### config.mk
export PLATFORM = sky130hd
export DESIGN_NAME = dct_2d_seq
export DESIGN_NICKNAME = d
export VERILOG_FILES = /design/src/rtl/dct_2d_seq.sv
export SDC_FILE = /design/constraint.sdc
export NUM_CORES = 1
export LEC_CHECK = 0
export ABC_AREA = 1
export CORE_MARGIN = 5
export CORE_UTILIZATION = 50
export CTS_CLUSTER_DIAMETER = 40
export DETAILED_ROUTE_END_ITERATION = 6
export PLACE_DENSITY = 0.74
export SETUP_SLACK_MARGIN = 0.5
export SYNTH_ARGS = -nofsm -noshare
export SYNTH_HDL_FRONTEND = slang
export SYNTH_SLANG_ARGS = --single-unit
### constraint.sdc
create_clock -name clk -period 5.2 [get_ports clk]
set_input_delay 0.78 -clock clk [delete_from_list [all_inputs] [get_ports clk]]
set_output_delay 0.78 -clock clk [all_outputs]
set_load 0.01 [all_outputs]
### src/rtl/dct_2d_seq.sv
// 8x8 2-D DCT sequencer: row pass into a transpose buffer, column pass streamed out over valid/ready.
// Define SKIP_ZERO_COL_EN to emit only columns 0..5; columns 6,7 are otherwise emitted as zero beats.
module dct_2d_seq #(
   parameter int SCALE_SHIFT = 4
) (
   input  logic        clk,
   input  logic        rst_n,
   input  logic        s_valid,
   output logic        s_ready,
   input  logic [63:0] s_data,
   output logic [63:0] dct_in,
   output logic [2:0]  dct_count,
   input  logic [95:0] dct_out,
   output logic        m_valid,
   input  logic        m_ready,
   output logic [95:0] m_data,
   output logic [2:0]  m_col,
   output logic        m_last,
   output logic        busy
);

`ifdef SKIP_ZERO_COL_EN
   localparam logic [2:0] LAST_COL = 3'd5;
`else
   localparam logic [2:0] LAST_COL = 3'd7;
`endif

   typedef enum logic [1:0] {ST_ROW, ST_WB, ST_COL, ST_DRAIN} state_t;

   state_t      state_q, state_d;
   logic [2:0]  row_idx_q, row_idx_d;
   logic [2:0]  wr_idx_q, wr_idx_d;
   logic        pending_q, pending_d;
   logic [63:0] row_q, row_d;
   logic [2:0]  col_idx_q, col_idx_d;
   logic        col_mode_q, col_mode_d;
   logic        m_valid_q, m_valid_d;
   logic [95:0] m_data_q, m_data_d;
   logic [2:0]  m_col_q, m_col_d;
   logic        m_last_q, m_last_d;

   // Only elements 0..5 carry information, so the buffer keeps their 8-bit column-pass fields.
   logic [7:0]  tbuf_q [8][6];
   logic [7:0]  row_field [6];
   logic [63:0] col_gather;

   genvar gi;
   generate
      for (gi = 0; gi < 6; gi++) begin : g_field
         logic signed [11:0] elem;
         logic signed [11:0] shifted;
         assign elem    = dct_out[95-12*gi -: 12];
         assign shifted = elem >>> SCALE_SHIFT;
         assign row_field[gi] = (shifted > 12'sd127)  ? 8'h7f :
                                (shifted < -12'sd128) ? 8'h80 : shifted[7:0];
      end
      for (gi = 0; gi < 8; gi++) begin : g_gather
         assign col_gather[63-8*gi -: 8] = (col_idx_q < 3'd6) ? tbuf_q[gi][col_idx_q] : 8'h00;
      end
   endgenerate

   always_ff @(posedge clk) begin
      if (pending_q) begin
         for (int e = 0; e < 6; e++) begin
            tbuf_q[wr_idx_q][e] <= row_field[e];
         end
      end
   end

   always_comb begin
      state_d    = state_q;
      row_idx_d  = row_idx_q;
      wr_idx_d   = wr_idx_q;
      pending_d  = 1'b0;
      row_d      = row_q;
      col_idx_d  = col_idx_q;
      col_mode_d = col_mode_q;
      m_valid_d  = m_valid_q;
      m_data_d   = m_data_q;
      m_col_d    = m_col_q;
      m_last_d   = m_last_q;
      case (state_q)
         ST_ROW: begin
            if (s_valid) begin
               row_d      = s_data;
               wr_idx_d   = row_idx_q;
               pending_d  = 1'b1;
               row_idx_d  = row_idx_q + 3'd1;
               col_mode_d = 1'b0;
               if (row_idx_q == 3'd7) state_d = ST_WB;
            end
         end
         ST_WB: begin
            col_idx_d  = 3'd0;
            col_mode_d = 1'b1;
            state_d    = ST_COL;
         end
         ST_COL: begin
            if (!m_valid_q || m_ready) begin
               m_valid_d = 1'b1;
               m_data_d  = (col_idx_q < 3'd6) ? dct_out : 96'd0;
               m_col_d   = col_idx_q;
               m_last_d  = (col_idx_q == LAST_COL);
               col_idx_d = col_idx_q + 3'd1;
               if (col_idx_q == LAST_COL) state_d = ST_DRAIN;
            end
         end
         ST_DRAIN: begin
            if (m_ready) begin
               m_valid_d = 1'b0;
               m_last_d  = 1'b0;
               row_idx_d = 3'd0;
               state_d   = ST_ROW;
            end
         end
         default: state_d = ST_ROW;
      endcase
   end

   always_ff @(posedge clk or negedge rst_n) begin
      if (!rst_n) begin
         state_q    <= ST_ROW;
         row_idx_q  <= 3'd0;
         wr_idx_q   <= 3'd0;
         pending_q  <= 1'b0;
         row_q      <= 64'd0;
         col_idx_q  <= 3'd0;
         col_mode_q <= 1'b0;
         m_valid_q  <= 1'b0;
         m_data_q   <= 96'd0;
         m_col_q    <= 3'd0;
         m_last_q   <= 1'b0;
      end else begin
         state_q    <= state_d;
         row_idx_q  <= row_idx_d;
         wr_idx_q   <= wr_idx_d;
         pending_q  <= pending_d;
         row_q      <= row_d;
         col_idx_q  <= col_idx_d;
         col_mode_q <= col_mode_d;
         m_valid_q  <= m_valid_d;
         m_data_q   <= m_data_d;
         m_col_q    <= m_col_d;
         m_last_q   <= m_last_d;
      end
   end

   // The operand mux keeps showing the column view after a block until the next row is accepted.
   assign dct_in    = col_mode_q ? col_gather : row_q;
   assign dct_count = col_mode_q ? col_idx_q : wr_idx_q;
   assign s_ready   = (state_q == ST_ROW);
   assign m_valid   = m_valid_q;
   assign m_data    = m_data_q;
   assign m_col     = m_col_q;
   assign m_last    = m_last_q;
   assign busy      = (state_q != ST_ROW) || (row_idx_q != 3'd0) || pending_q;

endmodule

# After elaboration in Yosys (flattened, before gate mapping)

Memory sizes are Yosys's and may differ from the RTL's.
Index checks and enable logic that the tools add are counted.

Register bits after elaboration: 178
RAM bits: 384
Input bits: 164
Output and inout bits: 170
Logic and storage cells: 126
Memories kept: 1

Memory list:

| memory | words | width | read ports | clocked after Yosys merged registers in | write ports | RTL line | source |
|---|---|---|---|---|---|---|---|
| tbuf_q | 8     | 48    | 8          | 0                                       | 1           | 43       | `logic [7:0] tbuf_q [8][6];` |

Add/sub/neg operators: 2
Order comparisons: 14
Eq/ne operators: 10
Muxes and demuxes: 69
Bitwise logic cells: 1
Reduce and logical (&&, ||, !) cells: 18

Operators with widths:

| operator                                                       | count |
|---|---|
| 8-bit two-way mux                                              | 36 |
| 8-bit binary-select mux with 3-bit select                      | 8 |
| 96-bit two-way mux                                             | 1 |
| 64-bit two-way mux                                             | 1 |
| 8-bit > comparator (second input constant)                     | 6 |
| 8-bit < comparator (second input constant)                     | 6 |
| 3-bit two-way mux                                              | 4 |
| 3-bit one-hot mux with 2 select lines                          | 2 |
| 2-bit two-way mux                                              | 5 |
| 2-bit nonzero test                                             | 5 |
| 1-bit two-way mux                                              | 8 |
| 2-bit != test (second input constant)                          | 4 |
| 2-bit one-hot mux with 4 select lines                          | 1 |
| 2-bit AND reduction                                            | 4 |
| 3-bit by 1-bit adder with 3-bit output (second input constant) | 2 |
| 3-bit == test (second input constant)                          | 2 |
| 1-bit one-hot mux with 2 select lines                          | 3 |
| 3-bit AND reduction                                            | 2 |
| 5-bit AND reduction                                            | 1 |
| 2-bit == test (second input constant)                          | 2 |
| 4-bit >= comparator (second input constant)                    | 1 |
| 3-bit NOT with 4-bit output                                    | 1 |
| 1-bit logical OR                                               | 3 |
| 3-bit < comparator (second input constant)                     | 1 |
| other kinds (5)                                                | 5 |

# Longest topological paths before layout

Depth after elaboration: 6
Depth in mapped cells: 10
Depth with buffers taken out: 8

# Least setup slack after synthesis

Ideal clock, no wire load.

Path kind: register to register
From: reg wr_idx_q[2]
To: mem tbuf_q[2][0] in the netlist's numbering (enable)
Library setup time: 454 ps
Arrival: 2,560 ps
Data required time: 4,746 ps
Path slack: 2,186 ps
Stages on the path, launching flop included: 4
Buffers on the path: 0
Period minus slack after synthesis: 3,014 ps
Cells stage by stage: dfrtp_1 -> inv_1 -> nand2_1 -> nor2_1

RTL lines:

| item                   | RTL line | source |
|---|---|---|
| from (decl)            | 32       | `logic [2:0] wr_idx_q, wr_idx_d;` |
| from (signal assigned) | 136      | `wr_idx_q <= wr_idx_d;` |
| to (decl)              | 43       |  |

No word-level cell before the write port.

# Final worst setup path

From: reg col_idx_q[1]
To: out dct_in[18]

Word-level cells in the longest chain between the ends: 6
Elaborated cells between the ends (all ways): 7
Classes of those cells: order compare: 1; mux: 5; bitwise: 1

RTL lines:

| item                                                  | RTL line | source |
|---|---|---|
| from (decl)                                           | 35       | `logic [2:0] col_idx_q, col_idx_d;` |
| from (signal assigned)                                | 139      | `col_idx_q <= col_idx_d;` |
| 3-bit NOT with 4-bit output (not written as such)     | 58       | `assign col_gather[63-8*gi -: 8] = (col_idx_q < 3'd6) ? tbuf_q[gi][col_idx_q] : 8'h00;` |
| 8-bit binary-select mux with 3-bit select             | 58       |  |
| 8-bit two-way mux (not written as such) (2 in series) | 58       |  |
| 8-bit two-way mux *                                   | 58       |  |
| 64-bit two-way mux *                                  | 149      | `assign dct_in = col_mode_q ? col_gather : row_q;` |
| to (decl)                                             | 11       | `output logic [63:0] dct_in,` |

Every way passes the cells marked *; elsewhere a longest branch is shown, timed or not. The select of a mux whose other input is x is not followed.

==> flow_summary.ini <==
[placed_design]
place_congestion = 0.867
portBuffers = 333
dp_hpwl_mm = 44.4

[yosys]
yosys_warnings = 0
synth_compound_area_share_pct = 3.91
synth_fa_ha_area_share_pct = 0.533
synthTopCellsByArea = edfxtp_1 (49%), dfrtp_1 (19%), nand2_1 (18%)
synthCells = 2352
synthArstFlopShare_pct = 31.7
synthMuxAreaShare_pct = 0
synth-xor-area-share_pct = 0
ys_ff_latch = 562
syn_area_um2 = 23500
synthDistinctLibCells = 22
ys.flop_type = edfxtp_1
yosysTopAreaCell = edfxtp_1
yosysMostFrequentCell = nand2_1
post-synth-top-area-fraction_pct = 49.1
synth_nets = 2526
ys_seq_area_share_pct = 68.1
synth_edf_count = 384
syn_avg_cell_area_um2 = 9.99
synth_top_family_by_area = simple AND/OR/NAND/NOR gates
ys_top_cells_by_count = nand2_1 (1,129), edfxtp_1 (384), dfrtp_1 (178)
yosys.area_share.simple_pct = 22.8

[grt]
grt_pass1_wl_mm = 103
grt_max_degree = 123
grt_util_all_layers_pct = 26.6
grt_overflow = 0
grt_antenna_before_repair = 1
grt_pass1_vias = 17800

[timing]
setup_viol = 0
fin_setup_tns_ns = 0
tightest_slew_ns = 1.14
fmax_mhz = 228
slew_violations = 0
rsz0062_at_grt = no
hold_violations = 0
slew_headroom_pct = 24.2
timing.hold.ws_ns = 0.221
fin_skew_ns = 0.0208
fin_crit_sh_pct = 84.4
min_period_ns = 4.39

[route]
wl_met1_mm = 25.4
viasPerCell = 5.40
drc = 0
drt-total-wl_mm = 69.0
wl_met2_mm = 33.4
ant_nets = 0
routed-wl-met3_mm = 6.79
drt_iter0_drc = 2117
dr.pass1.iters = 6
topRoutingLayerUsed = met4
vias = 17700
wire_per_inst_um = 21.1

[clock_tree]
ctsResizeCount = 0
cts_hold_buf = 0
clk_latency_ns = 0.61
cts_buffers = 75
clockRootBuffer = clkbuf_16
ctsHtreeMaxLevel = 3
post_cts_buffers = 0
cts_buffer_depth = 3
cts_tree = done
clk_pin_slew_worst_paths_ns = 0.06
clock-sinks = 562

[worst_setup_path]
worst_path_largest_cell_delay_ns = 0.87
crit_fanout = 37
crit_path_end_kind = output pin
cp_data_arrival_time_ns = 3.61
crit_chain = nor2_4 -> buf_4 -> nand2_1 -> o21bai_1 -> nand2_1 -> nand2_1 -> clkdlybuf4s50_1
cpMaxStageDelayCell = nor2_4
cpMostUsedCell = nand2_1
path_class = reg -> out
path_buf_inv = 2
cp.required_ns = 4.42
start_kind = register
r2r.worst_path.cells = 6
path_depth = 7
critical_path.top_delay_family = simple AND/OR/NAND/NOR gates

[die]
dieArea_um2 = 51400
die_w_um = 227
core_um2 = 46600
die_y_um = 227
io_pins = 334
initial_core_util_pct = 50.5
num_rows = 79

[final_layout]
diodes = 0
nFillCells = 3574
seq_area_um2 = 16000
multi_input_area_um2 = 6470
drive_gt1_share_pct = 6.93
syn_to_final_growth_pct = 26.0
nets = 2783

[power]
internal-power_w = 0.0116
peakVddDrop_mv = 0.380
leakage_nw = 12.8
switchingPower_w = 0.00652
power.share.clock_pct = 28.1
combinationalPowerShare_pct = 37.6
swShare_pct = 36.0
seqPwrFrac_pct = 34.3
p_per_area_nw_per_um2 = 613

[run_status]
status = completed

[worst_hold_path]
hold_path.class = in -> async

[job]
drv_cap = 0
## stage by stage
| step | power, W | setup WS, ns | utilization [%] | instance area [um2] | std cells |
|---|---|---|---|---|---|
| CTS | 0.0183 | 0.788 | 63.6 | 29600 | 3275 |
| floorplan | 0.00977 | 2.19 | - | 23500 | 2352 |
| finish | 0.0181 | 0.811 | 63.6 | 29600 | 3275 |
| global route | 0.0192 | 0.666 | 63.6 | 29600 | 3275 |
| detailed placement | 0.0131 | 1.45 | 58.2 | 27100 | 3139 |
| global placement | 0.0129 | 1.49 | 58.2 | 27100 | 3139 |
## registers in the layout, indices dropped and copies added, names as in the netlist
register,cells
col_idx_q,3
col_mode_q,1
m_col,3
m_data,96
m_last,1
m_valid,1
pending_q,1
row_idx_q,3
row_q,64
state_q,2
tbuf_q,384
wr_idx_q,3
## power by group through the flow
| stage | combinational (W) | clock [W] | sequential [W] |
|---|---|---|---|
| after floorplan | 0.00347 | 0 | 0.00630 |
| after global placement | 0.00670 | 0 | 0.00624 |
| after detailed placement | 0.00683 | 0 | 0.00628 |
| after CTS | 0.00689 | 0.00515 | 0.00621 |
| after global routing | 0.00747 | 0.00537 | 0.00631 |
| final | 0.00682 | 0.00511 | 0.00622 |
## routing by layer
layer / global-route usage, % / up-vias
met4: 13.1 / 0
met1: 33.6 / 8499
li1: - / 8123
met2: 43.5 / 879
met3: 6.34 / 179
met5: 0 / -
## kinds of logic (layout without fill, tap and decap cells)
kind of cell | Yosys count | in the layout
flops | 562 | 562
buf+inv | 260 | 576
compound gates | 159 | 159
simple gates | 1361 | 1361
fa+ha+maj | 10 | 10
## cell type report
| type | count | area share [%] |
|---|---|---|
| repair buffers | 357 | 12.0 |
| clock inverters | 45 | 1.54 |
| clock buffers | 91 | 6.93 |
| well taps | 607 | 2.57 |
| multi-input cells | 1530 | 21.9 |
| flip-flops and latches | 562 | 54.0 |
| inverters | 83 | 1.06 |
## placed cells by master (no fill, tap or decap), types with 3 or more instances in the layout
master	Yosys	layout
nand2_1	1129	1127
edfxtp_1	384	384
clkdlybuf4s50_1	0	332
dfrtp_1	178	176
nand3_1	148	148
o21ai_0	107	107
clkbuf_16	0	78
inv_1	77	77
nor2_1	61	53
o21bai_1	47	47
buf_4	14	22
or2_2	18	18
clkinv_2	0	10
ha_1	10	10
nor2_4	1	9
clkbuf_1	101	8
clkinv_4	0	7
clkinv_1	0	7
inv_6	0	6
clkbuf_8	0	6
bufinv_16	0	6
clkinvlp_4	0	5
inv_2	6	4
a21oi_1	3	3
inv_4	0	3
## worst paths after layout
kind	start	slack (ns)	end
min in group clk	row_q[3]$_DFFE_PN0P_	0.48	row_q[3]$_DFFE_PN0P_
min reg2reg	row_q[3]$_DFFE_PN0P_	0.48	row_q[3]$_DFFE_PN0P_
min	rst_n	0.22	row_q[58]$_DFFE_PN0P_
max in group asynchronous	rst_n	4.05	m_data[49]$_DFFE_PN0P_
max reg2reg	state_q[0]$_DFFE_PN0P_	2.50	m_data[87]$_DFFE_PN0P_
max	col_idx_q[1]$_DFFE_PN0P_	0.81	dct_in[18]
No activity file was read; power rests on OpenSTA's default activity.
